===== src/rtl/pattern_scan_engine.sv =====
// Program-3 accelerator: counts 5-bit pattern hits in a 32-byte message read from
// data memory, then writes ctb/cto/cts back to memory and raises done.

module pse_win_match (
  input  logic [4:0] i_win,
  input  logic [4:0] i_pat,
  output logic       o_hit
);
  assign o_hit = (i_win == i_pat);
endmodule

module pattern_scan_engine #(
  parameter int STR_BYTES = 32,
  parameter int PAT_ADDR  = 32,
  parameter int RES_BASE  = 33,
  parameter int AW        = 8
) (
  input  logic          clk,
  input  logic          reset,
  input  logic          start,
  output logic [AW-1:0] mem_addr,
  output logic          mem_rd_en,
  input  logic [7:0]    mem_rdata,
  output logic          mem_wr_en,
  output logic [7:0]    mem_wdata,
  output logic          busy,
  output logic          done
);
  localparam int KW     = $clog2(STR_BYTES + 1);
  localparam int NUM_WIN = 8;

  typedef enum logic [2:0] {
    S_IDLE, S_LOAD_PAT, S_SCAN, S_WR_CTB, S_WR_CTO, S_WR_CTS, S_DONE
  } state_t;

  state_t r_state, w_state_nxt;

  logic [1:0]    r_rst_sync;
  logic          w_rst_n;
  logic [KW-1:0] r_k;
  logic [4:0]    r_pat;
  logic [7:0]    r_prev;
  logic [7:0]    r_ctb, r_cto, r_cts;

  logic [11:0]                   w_bits;
  logic [NUM_WIN-1:0][4:0]       w_win;
  logic [NUM_WIN-1:0]            w_hit;
  logic [2:0]                    w_m;
  logic [2:0]                    w_x;
  logic                          w_accept;

  // Assertion reaches the core immediately; release is delayed two edges.
  always_ff @(posedge clk or negedge reset)
    if (!reset) r_rst_sync <= 2'b00;
    else        r_rst_sync <= {r_rst_sync[0], 1'b1};
  assign w_rst_n = r_rst_sync[1];

  // Windows 0..3 sit inside the current byte, 4..7 straddle the previous byte.
  assign w_bits = {r_prev[3:0], mem_rdata};
  genvar g;
  generate
    for (g = 0; g < NUM_WIN; g++) begin : g_win
      assign w_win[g] = w_bits[g+4:g];
      pse_win_match u_match (.i_win(w_win[g]), .i_pat(r_pat), .o_hit(w_hit[g]));
    end
  endgenerate

  always_comb begin
    w_m = 3'd0;
    w_x = 3'd0;
    for (int i = 0; i < 4; i++) begin
      w_m = w_m + {2'b00, w_hit[i]};
      w_x = w_x + {2'b00, w_hit[i+4]};
    end
  end

  assign w_accept = ((r_state == S_IDLE) || (r_state == S_DONE)) && start;

  always_ff @(posedge clk or negedge w_rst_n)
    if (!w_rst_n) r_state <= S_IDLE;
    else          r_state <= w_state_nxt;

  always_comb begin
    w_state_nxt = r_state;
    case (r_state)
      S_IDLE, S_DONE: if (start) w_state_nxt = S_LOAD_PAT;
      S_LOAD_PAT:     w_state_nxt = S_SCAN;
      S_SCAN:         if (r_k == KW'(STR_BYTES)) w_state_nxt = S_WR_CTB;
      S_WR_CTB:       w_state_nxt = S_WR_CTO;
      S_WR_CTO:       w_state_nxt = S_WR_CTS;
      S_WR_CTS:       w_state_nxt = S_DONE;
      default:        w_state_nxt = S_IDLE;
    endcase
  end

  always_comb begin
    mem_addr  = '0;
    mem_rd_en = 1'b0;
    mem_wr_en = 1'b0;
    mem_wdata = 8'd0;
    busy      = 1'b1;
    done      = 1'b0;
    case (r_state)
      S_IDLE: busy = 1'b0;
      S_DONE: begin busy = 1'b0; done = 1'b1; end
      S_LOAD_PAT: begin mem_addr = AW'(PAT_ADDR); mem_rd_en = 1'b1; end
      S_SCAN: if (r_k < KW'(STR_BYTES)) begin
        mem_addr  = AW'(r_k);
        mem_rd_en = 1'b1;
      end
      S_WR_CTB: begin mem_addr = AW'(RES_BASE);     mem_wr_en = 1'b1; mem_wdata = r_ctb; end
      S_WR_CTO: begin mem_addr = AW'(RES_BASE + 1); mem_wr_en = 1'b1; mem_wdata = r_cto; end
      S_WR_CTS: begin mem_addr = AW'(RES_BASE + 2); mem_wr_en = 1'b1; mem_wdata = r_cts; end
      default: ;
    endcase
  end

  always_ff @(posedge clk or negedge w_rst_n)
    if (!w_rst_n) begin
      r_k    <= '0;
      r_pat  <= 5'd0;
      r_prev <= 8'd0;
      r_ctb  <= 8'd0;
      r_cto  <= 8'd0;
      r_cts  <= 8'd0;
    end else if (w_accept) begin
      r_k    <= '0;
      r_prev <= 8'd0;
      r_ctb  <= 8'd0;
      r_cto  <= 8'd0;
      r_cts  <= 8'd0;
    end else if (r_state == S_LOAD_PAT) begin
      r_k <= '0;
    end else if (r_state == S_SCAN) begin
      r_k <= r_k + 1'b1;
      if (r_k == '0) begin
        r_pat <= mem_rdata[4:0];
      end else begin
        r_ctb  <= r_ctb + {5'd0, w_m};
        r_cto  <= r_cto + {7'd0, (w_m != 3'd0)};
        r_cts  <= r_cts + {5'd0, w_m} + ((r_k >= KW'(2)) ? {5'd0, w_x} : 8'd0);
        r_prev <= mem_rdata;
      end
    end
endmodule


===== config.mk =====
export PLATFORM = sky130hd
export DESIGN_NAME = pattern_scan_engine
export DESIGN_NICKNAME = d
export VERILOG_FILES = /design/src/rtl/pattern_scan_engine.sv
export SDC_FILE = /design/constraint.sdc
export NUM_CORES = 1
export LEC_CHECK = 0
export ABC_CLOCK_PERIOD_IN_PS = 1500
export BUFFER_PORTS_ARGS = -buffer_cell sky130_fd_sc_hd__buf_2
export CAP_MARGIN = 25
export CORE_ASPECT_RATIO = 1.75
export CORE_UTILIZATION = 45
export DETAILED_ROUTE_END_ITERATION = 8
export PLACE_DENSITY = 0.72
export SYNTH_ARGS = -nofsm -noshare
export SYNTH_HDL_FRONTEND = slang
export SYNTH_HIERARCHICAL = 1
export SYNTH_SLANG_ARGS = --single-unit

===== constraint.sdc =====
create_clock -name clk -period 1.5 [get_ports clk]
set_input_delay 0.225 -clock clk [delete_from_list [all_inputs] [get_ports clk]]
set_output_delay 0.225 -clock clk [all_outputs]
set_load 0.1 [all_outputs]

=== Word-level counts from Yosys, hierarchy flattened ===
Cells that the tools add are included.

* Reductions and logical operators: 12
* Magnitude comparators: 2
* Muxes and demuxes: 31
* Equal/unequal tests: 19
* $add $sub $neg: 11
* Bitwise logic cells: 2

{| class="wikitable"
|+ Operators by type and width
! operator !! number
|-
| 2-to-1 mux 8 bit || 12
|-
| equality test 5 bit || 8
|-
| case mux 6 bit (5 select lines) || 1
|-
| adder 8 x 3 -> 8 bit || 3
|-
| 2-to-1 mux 6 bit || 4
|-
| case mux 8 bit (3 select lines) || 1
|-
| case mux 3 bit (6 select lines) || 1
|-
| 2-to-1 mux 4 bit || 4
|-
| equality test 3 bit, second input constant || 3
|-
| 2-to-1 mux 3 bit || 3
|-
| adder 8 x 1 -> 8 bit || 1
|-
| adder 2 x 1 -> 3 bit || 2
|-
| adder 3 x 1 -> 3 bit || 2
|-
| adder 6 x 1 -> 6 bit, second input constant || 1
|-
| equality test 3 x 2 -> 1 bit, second input constant || 2
|-
| equality test 6 bit, second input constant || 1
|-
| >= comparator 6 x 2 -> 1 bit, second input constant || 1
|-
| zero test 6 bit || 1
|-
| < comparator 6 bit, second input constant || 1
|-
| inequality test 2 bit, second input constant || 3
|-
| nonzero test 3 bit || 2
|-
| adder 1 x 1 -> 2 bit || 2
|-
| 2-to-1 mux 1 bit || 4
|-
| AND reduction 4 bit || 1
|-
| 12 further kinds || 13
|}

* Bits in registers: 44
* Input bits: 11
* Output and inout port bits: 20
* Word-level logic and storage cells: 85

=== Depth between registers and ports, before layout ===
Gate-level depths: netlist of the first run.

* Word-level depth: 10
* Mapped depth: 16
* Gate-level depth less buffers: 16

=== By module ===
The synthesis of the first run kept the hierarchy.

{| class="wikitable"
|+ Modules (own cells, without submodules)
! module !! times used !! cells an instance !! sequential area each (µm²) !! area an instance (µm²)
|-
| pattern_scan_engine || 1 || 306 || 1101.1 || 2822.7
|-
| pse_win_match || 8 || 7 || 0.0 || 58.8
|}

=== Least setup slack after synthesis of the first run ===
OpenSTA, ideal clock, no wires.

* Path kind: register -> register
* Start point: register r_pat[1]
* End point: register r_cts[7]
* Path buffers: 0
* Clock period less this slack: 3868 ps
* Setup time: 124 ps
* Cell stages (with the launch flop): 17
* Data required time: 1376 ps
* Slack: -2368 ps
* Arrival: 3744 ps
* Cell sequence: dfrtp_1 > xnor2_1 > nand3_1 > nor3_2 > fa_1 > ha_1 > ha_1 > inv_1 > fa_1 > inv_1 > ha_1 > inv_1 > fa_1 > nor2b_1 > o2111ai_1 > and3_1 > a211o_1

* Cells in the longest elaborated chain, start to end: 10
* Elaborated cells on any way between the ends: 21
* Those cells by class: add/sub (8); eq/ne (8); mux (5)

{| class="wikitable"
|+ RTL lines
! item !! line !! source
|-
| from (decl) || 41 || <nowiki>logic [4:0] r_pat;</nowiki>
|-
| from (signal assigned) || 137 || <nowiki>r_pat <= mem_rdata[4:0];</nowiki>
|-
| equality test 5 bit || 9 || <nowiki>assign o_hit = (i_win == i_pat);</nowiki>
|-
| named net w_hit[1] || 47 || <nowiki>logic [NUM_WIN-1:0] w_hit;</nowiki>
|-
| adder 1 x 1 -> 2 bit || 72 || <nowiki>w_m = w_m + {2'b00, w_hit[i]};</nowiki>
|-
| adder 2 x 1 -> 3 bit || 72 ||
|-
| adder 3 x 1 -> 3 bit || 72 ||
|-
| adder 8 x 3 -> 8 bit (2 in a row) || 141 || <nowiki>r_cts <= r_cts + {5'd0, w_m} + ((r_k >= KW'(2)) ? {5'd0, w_x} : 8'd0);</nowiki>
|-
| 2-to-1 mux 8 bit || 136 || <nowiki>if (r_k == '0) begin</nowiki>
|-
| 2-to-1 mux 8 bit || 134 || <nowiki>end else if (r_state == S_SCAN) begin</nowiki>
|-
| 2-to-1 mux 8 bit || 132 || <nowiki>end else if (r_state == S_LOAD_PAT) begin</nowiki>
|-
| 2-to-1 mux 8 bit || 126 || <nowiki>end else if (w_accept) begin</nowiki>
|-
| to (signal assigned) || 141 ||
|-
| to (decl) || 43 || <nowiki>logic [7:0] r_ctb, r_cto, r_cts;</nowiki>
|}

The timed path passes the listed nets, and every way through them passes these cells. The select of a mux whose other input is x is not followed.
A chain may end at the register's enable or synchronous reset.

=== Worst setup path after layout of the first run ===
* Start point: register r_pat[0]
* End point: register r_cts[7]

The elaborated chain is that of the path after synthesis.

==> results of run 1 <==
Yosys cell counts, types with 2 or more instances:
cell type,number,area share [%]
o21ai_0,18,2.7
ha_1,16,6.1
mux2_2,6,2.1
nand4_1,5,0.95
nand2_1,42,4.8
fa_1,7,4.3
xnor2_1,26,6.9
inv_1,15,1.7
nand2b_1,2,0.38
a211o_1,5,1.3
or3_1,2,0.38
xor2_1,23,6.1
and2_1,5,0.95
buf_2,5,0.76
and3_1,6,1.1
o2111ai_1,2,0.53
nor2b_1,3,0.57
o211ai_1,4,0.91
nor3_1,5,0.76
mux2i_1,12,3.6
or4_1,2,0.46
a21oi_1,16,2.4
clkbuf_1,7,0.80
nor2_1,18,2.1
nor3_2,8,2.4
conb_1,2,0.23
o31ai_1,5,1.1
dfrtp_1,44,33
nor4_1,2,0.38
buf_4,2,0.46
nand3_1,30,4.6
cell type report:
cell class | instances | area share, %
clock inverter | 2 | 0.214
clock buffer | 6 | 2.21
tap | 84 | 1.80
inverter | 15 | 1.18
timing repair buffer | 154 | 27.0
sequential | 44 | 19.0
multi-input combinational | 290 | 48.6
worst paths after layout:
check                             to     startpoint  cells past startpoint  slack, ns
setup / recovery            r_cts[7]       r_pat[0]                     16      -2.33
setup reg to reg            r_cts[7]       r_pat[0]                     16      -2.33
max in group asynchronous   r_pat[1]  r_rst_sync[1]                      1       0.82
hold / removal              r_ctb[3]  r_rst_sync[1]                      0       0.17
min in group clk           r_prev[0]   mem_rdata[0]                      4       0.30
hold reg to reg             r_ctb[3]  r_rst_sync[1]                      0       0.17
routing by layer:
| layer | vias to the layer above | GRT usage (%) | share of wire [%] |
|---|---|---|---|
| li1 | 1558 | - | - |
| met1 | 1806 | 33.5 | 34 |
| met2 | 192 | 58.7 | 53 |
| met3 | 73 | 5.46 | 5.1 |
| met4 | 0 | 22.0 | 7.2 |
| met5 | - | 0 | 0 |
power breakdown:
group	switching, mW	internal [mW]
Clock	0.516	0.617
Combinational	3.92	3.66
Sequential	0.400	1.39
through the flow:
stage	hold slack, ns	util [%]	setup slack (ns)
5_1_grt	0.197	84.0	-2.46
6_report	0.170	84.0	-2.33
3_5_place_dp	0.0121	69.5	-2.34
4_1_cts	0.185	79.2	-2.29
2_1_floorplan	-0.0706	-	-2.11
3_3_place_gp	0.0118	69.5	-2.21
registers in the layout, summed over array words and instances, names as in the netlist:
signal and cells:
r_ctb 8, r_cto 8, r_cts 8, r_k 6, r_pat 5, r_prev 4
r_state 3, r_rst_sync 2
critical path, cell delays in order, from the launching register on:
cell	delay (ns)
dfrtp_2	0.51
xnor2_2	0.20
nand3_1	0.10
nor3_2	0.18
fa_1	0.44
ha_2	0.20
ha_4	0.28
inv_4	0.04
fa_2	0.44
inv_2	0.08
ha_4	0.13
inv_2	0.04
fa_2	0.39
nor2b_4	0.14
o2111ai_2	0.13
and3_1	0.19
a211o_1	0.23
logic make-up after synthesis:
family | Yosys count | synth area share (%)
AND/OR/NAND/NOR | 140 | 22.6
AO/OA/AOI/OAI | 55 | 10.5
XOR/XNOR | 49 | 13.0
flip-flops | 44 | 33.4
buffers and inverters | 31 | 4.18
adder cells (fa/ha/maj) | 23 | 10.3
multiplexers | 18 | 5.70
other | 2 | 0.228
what timing repair did:
item | 4_1_cts | 5_1_grt
buffers inserted | 29 | 19
pin swaps | 49 | 38
gates resized for setup | 75 | 54
endpoints found under the setup margin | 59 | 60
endpoints found under the hold margin | 2 | 0
cloned | 2 | 2
hold buffers | 1 | 0
==> impl_metrics.ini, run 1 <==
[layout]
fillCellCount = 334
mostFrequentLayoutCells = buf_4, dfrtp_1, buf_6
postLayoutCellArea_um2 = 5840
fin_cells = 595
multi_input_area_um2 = 2840
antenna_cells = 0
regArea_um2 = 1110
drive_gt1_share_pct = 58.1
area_delta_synth_final_pct = 77.4
layout_commonest_cell = buf_4
final_nets = 544

[clock_network]
clock_sinks = 44
clkLatencyLatePin_ns = 0.30
clock-root-buffer = clkbuf_16
numCtsBuffers = 5
cts_tree = done
clk_path_buf_depth = 2
clk_pin_slew_ns = 0.07
h-tree-depth = 2

[placed_design]
port_buffers = 28
place_inst = 546
hpwl_um = 6980
placed_area_um2 = 4830
place.gp.congestion = 0.841

[detailed_routing]
detail_route.iter0.violations = 287
firstDrtPassIters = 4
dr_total_vias = 3629
routed_via_density = 6.10
wl_um = 13600
postRouteAntennaNets = 0
drc = 0
detail_route.wl_per_cell_um = 22.9

[power_and_ir_drop]
p_per_area_nw_per_um2 = 1800
design_power_total_mw = 10.5
ir_drop_uv = 2320
leakage_nw = 2.66

[yosys]
synth_cells = 362
avgSynthCellArea_um2 = 9.10
synth_area_um2 = 3290
yosysSeqAreaShare_pct = 33.4
ys.flop_type = dfrtp_1
ys_seq_elements = 44
yosysWarnings = 6
synth_edf_count = 0
yosysUniqueCellTypes = 48
async_flop_share_pct = 100

[sta]
fin_crit_ns = 3.83
worst_slack_ns = -2.33
finalCritPeriodShare_pct = 255
tns_ns = -55.34
fmax_ghz = 0.261
setup_viol = 60
rsz0062_at_grt = yes
finalClockSkew_ns = 0.00970
hold_viol_final = 0
final-max-slew-violation-count = 0

[global_route]
antenna_found_initial = 0
grt_pass1_wl_um = 18400
gr-total-overflow = 0
grt_pass1_vias = 3658
grt_usage_pct = 32.7
grt_max_degree = 30

[die]
die_x_um = 66.7
die_area_um2 = 7680
initial_core_util_pct = 47.3
num_rows = 40
die_h_um = 115
io_pins = 31
core-area_um2 = 6960

[worst_setup_path]
crit_path_start_kind = register
worst-setup-path-type = reg2reg
cp.required_ns = 1.69
end_kind = register
critPathArrivalTime_ns = 4.01
path_max_fanout = 8

[run_status]
outcome = finished with violations
violations = setup timing

[run]
cap_violations = 0

[hold_path]
hp-class = reg2async
Note: power is estimated with default switching activity, not from simulation.
==> run 2, diff against run 1 <==
MAX_ROUTING_LAYER = met4   (was default)
==> run 2 against run 1 <==
  * The run still ends with setup timing left
  * Utilization up 0.16 points
  * Sequential share of layout area about the same
  * Clock skew up 0.0018 ns
  * Worst hold slack better by 0.012 ns
  * Power down 0.16%
  * Critical path depth unchanged
  * Cell area up 0.19%
  * Die area unchanged
  * Cell count unchanged
  * Via count down 2.9%
  * Wire length down 1.7%
==> impl_metrics.ini, run 2 (synthesized netlist as in run 1, its figures left out) <==
[layout]
antenna_cells = 0
top_regs = r_ctb (8), r_cto (8), r_cts (8)
final_nets = 544
layout_commonest_cell = buf_4
drive_gt1_share_pct = 58.5
fin_cells = 595
postLayoutCellArea_um2 = 5850
area_delta_synth_final_pct = 77.7
fillCellCount = 340
mostFrequentLayoutCells = buf_4, dfrtp_1, buf_6

[detailed_routing]
detail_route.iter0.violations = 224
drc = 0
detail_route.wl_per_cell_um = 22.5
postRouteAntennaNets = 0
wl_um = 13400
firstDrtPassIters = 4
routed_via_density = 5.92
dr_total_vias = 3522

[run_status]
violations = setup timing
outcome = finished with violations

[die]
num_rows = 40
die_area_um2 = 7680
io_pins = 31
die_h_um = 115
core-area_um2 = 6960
die_x_um = 66.7
initial_core_util_pct = 47.3

[global_route]
grt_usage_pct = 33.9
antenna_found_initial = 0
grt_pass1_wl_um = 18400
grt_pass1_vias = 3655
grt_max_degree = 30
gr-total-overflow = 0

[placed_design]
port_buffers = 28
placed_area_um2 = 4830
place_inst = 546
place.gp.congestion = 0.854
hpwl_um = 6980

[worst_setup_path]
worst-setup-path-type = reg2reg
reg2regPathDepth = 16
end_kind = register
r2r_slack_ns = -2.30
crit_path_start_kind = register
r2r_end = r_cts[7]
path_max_fanout = 8
worstReg2RegStart = r_pat[0]
cp.required_ns = 1.69
critPathArrivalTime_ns = 3.99

[clock_network]
numCtsBuffers = 5
clkLatencyLatePin_ns = 0.30
clk_pin_slew_ns = 0.07
h-tree-depth = 2
clock-root-buffer = clkbuf_16
clock_sinks = 44
clk_path_buf_depth = 2
cts_tree = done

[power_and_ir_drop]
leakage_nw = 2.66
p_sw_share_pct = 46.2
clockPowerShare_pct = 10.9
p_switching_mw = 4.84
seqPwrFrac_pct = 17.1
ir_drop_uv = 2380
p_int_mw = 5.63
combPwrFrac_pct = 72.0
p_per_area_nw_per_um2 = 1790
design_power_total_mw = 10.5

[sta]
fmax_ghz = 0.263
final-max-slew-violation-count = 0
hold_viol_final = 0
finalClockSkew_ns = 0.0115
worst_slack_ns = -2.30
rsz0062_at_grt = yes
finalCritPeriodShare_pct = 253
fin_crit_ns = 3.80
setup_viol = 60
tns_ns = -55.66

[run]
cap_violations = 0

[hold_path]
hp-class = reg2async
-- run 2: changes by cell type in the layout (fill, tap and decap cells not counted) --
| cell | before | now |
|---|---|---|
| inv_6 | 0 | 1 |
| nand3_1 | 22 | 21 |
| o21ai_0 | 3 | 2 |
| nand3_2 | 7 | 8 |
| o21ai_2 | 0 | 1 |
| inv_4 | 2 | 1 |
-- run 2: layer usage --
| layer | GRT usage (%) | share of wire, % |
|---|---|---|
| met4 | 21.6 | 6.3 |
| met3 | 5.56 | 4.0 |
| met5 | - | 0 |
| met2 | 58.8 | 55 |
| met1 | 34.1 | 35 |
-- run 2: worst max-delay path, cell delays in order, from the launching register on --
cell	delay, ns
dfrtp_2	0.51
xnor2_2	0.20
nand3_1	0.10
nor3_2	0.18
fa_1	0.44
ha_2	0.20
ha_4	0.28
inv_4	0.04
fa_2	0.44
inv_2	0.08
ha_4	0.13
inv_2	0.04
fa_2	0.38
nor2b_4	0.14
o2111ai_2	0.12
and3_1	0.18
a211o_1	0.23
-- run 2: area by class of cell --
cell class | instances | area [um^2] | share of cell area, %
tap | 84 | 105 | 1.80
clock inverter | 2 | 12.5 | 0.214
multi-input combinational | 290 | 2850 | 48.6
sequential | 44 | 1110 | 19.0
inverter | 15 | 71.3 | 1.22
clock buffer | 6 | 129 | 2.20
timing repair buffer | 154 | 1580 | 27.0
-- run 2: through the flow --
| step | setup WS, ns | utilization (%) | hold WS (ns) |
|---|---|---|---|
| finish | -2.30 | 84.1 | 0.182 |
| global route | -2.45 | 84.1 | 0.204 |
| CTS | -2.29 | 79.2 | 0.185 |
| detailed placement | -2.34 | 69.5 | 0.0121 |
| global placement | -2.21 | 69.5 | 0.0118 |
| floorplan | -2.11 | - | -0.0706 |
-- run 2: worst max-delay path by stage --
stage	start	endpoint	slack [ns]	cells after the start
finish	r_pat[0]	r_cts[7]	-2.30	16
global route	r_pat[0]	r_cts[7]	-2.45	16
CTS	r_pat[0]	r_cts[7]	-2.29	16
detailed placement	r_pat[0]	r_cts[7]	-2.34	16
global placement	r_pat[1]	r_cts[7]	-2.21	16
floorplan	r_pat[0]	r_cts[7]	-2.11	16
-- run 2: power groups by stage --
stage | registers (mW) | logic, mW | clock network, mW
2_1_floorplan | 1.77 | 3.56 | 0
3_3_place_gp | 1.75 | 5.34 | 0
3_5_place_dp | 1.78 | 5.48 | 0
4_1_cts | 1.75 | 6.58 | 1.12
5_1_grt | 1.81 | 7.85 | 1.19
6_report | 1.79 | 7.55 | 1.14
-- run 2: repair_timing --
action,4_1_cts,5_1_grt
hold endpoints to repair,2,0
endpoints found under the setup margin,59,60
pin swaps,49,38
buffers inserted,29,19
resized for setup,75,58
gates cloned,2,2
hold buffers,1,0
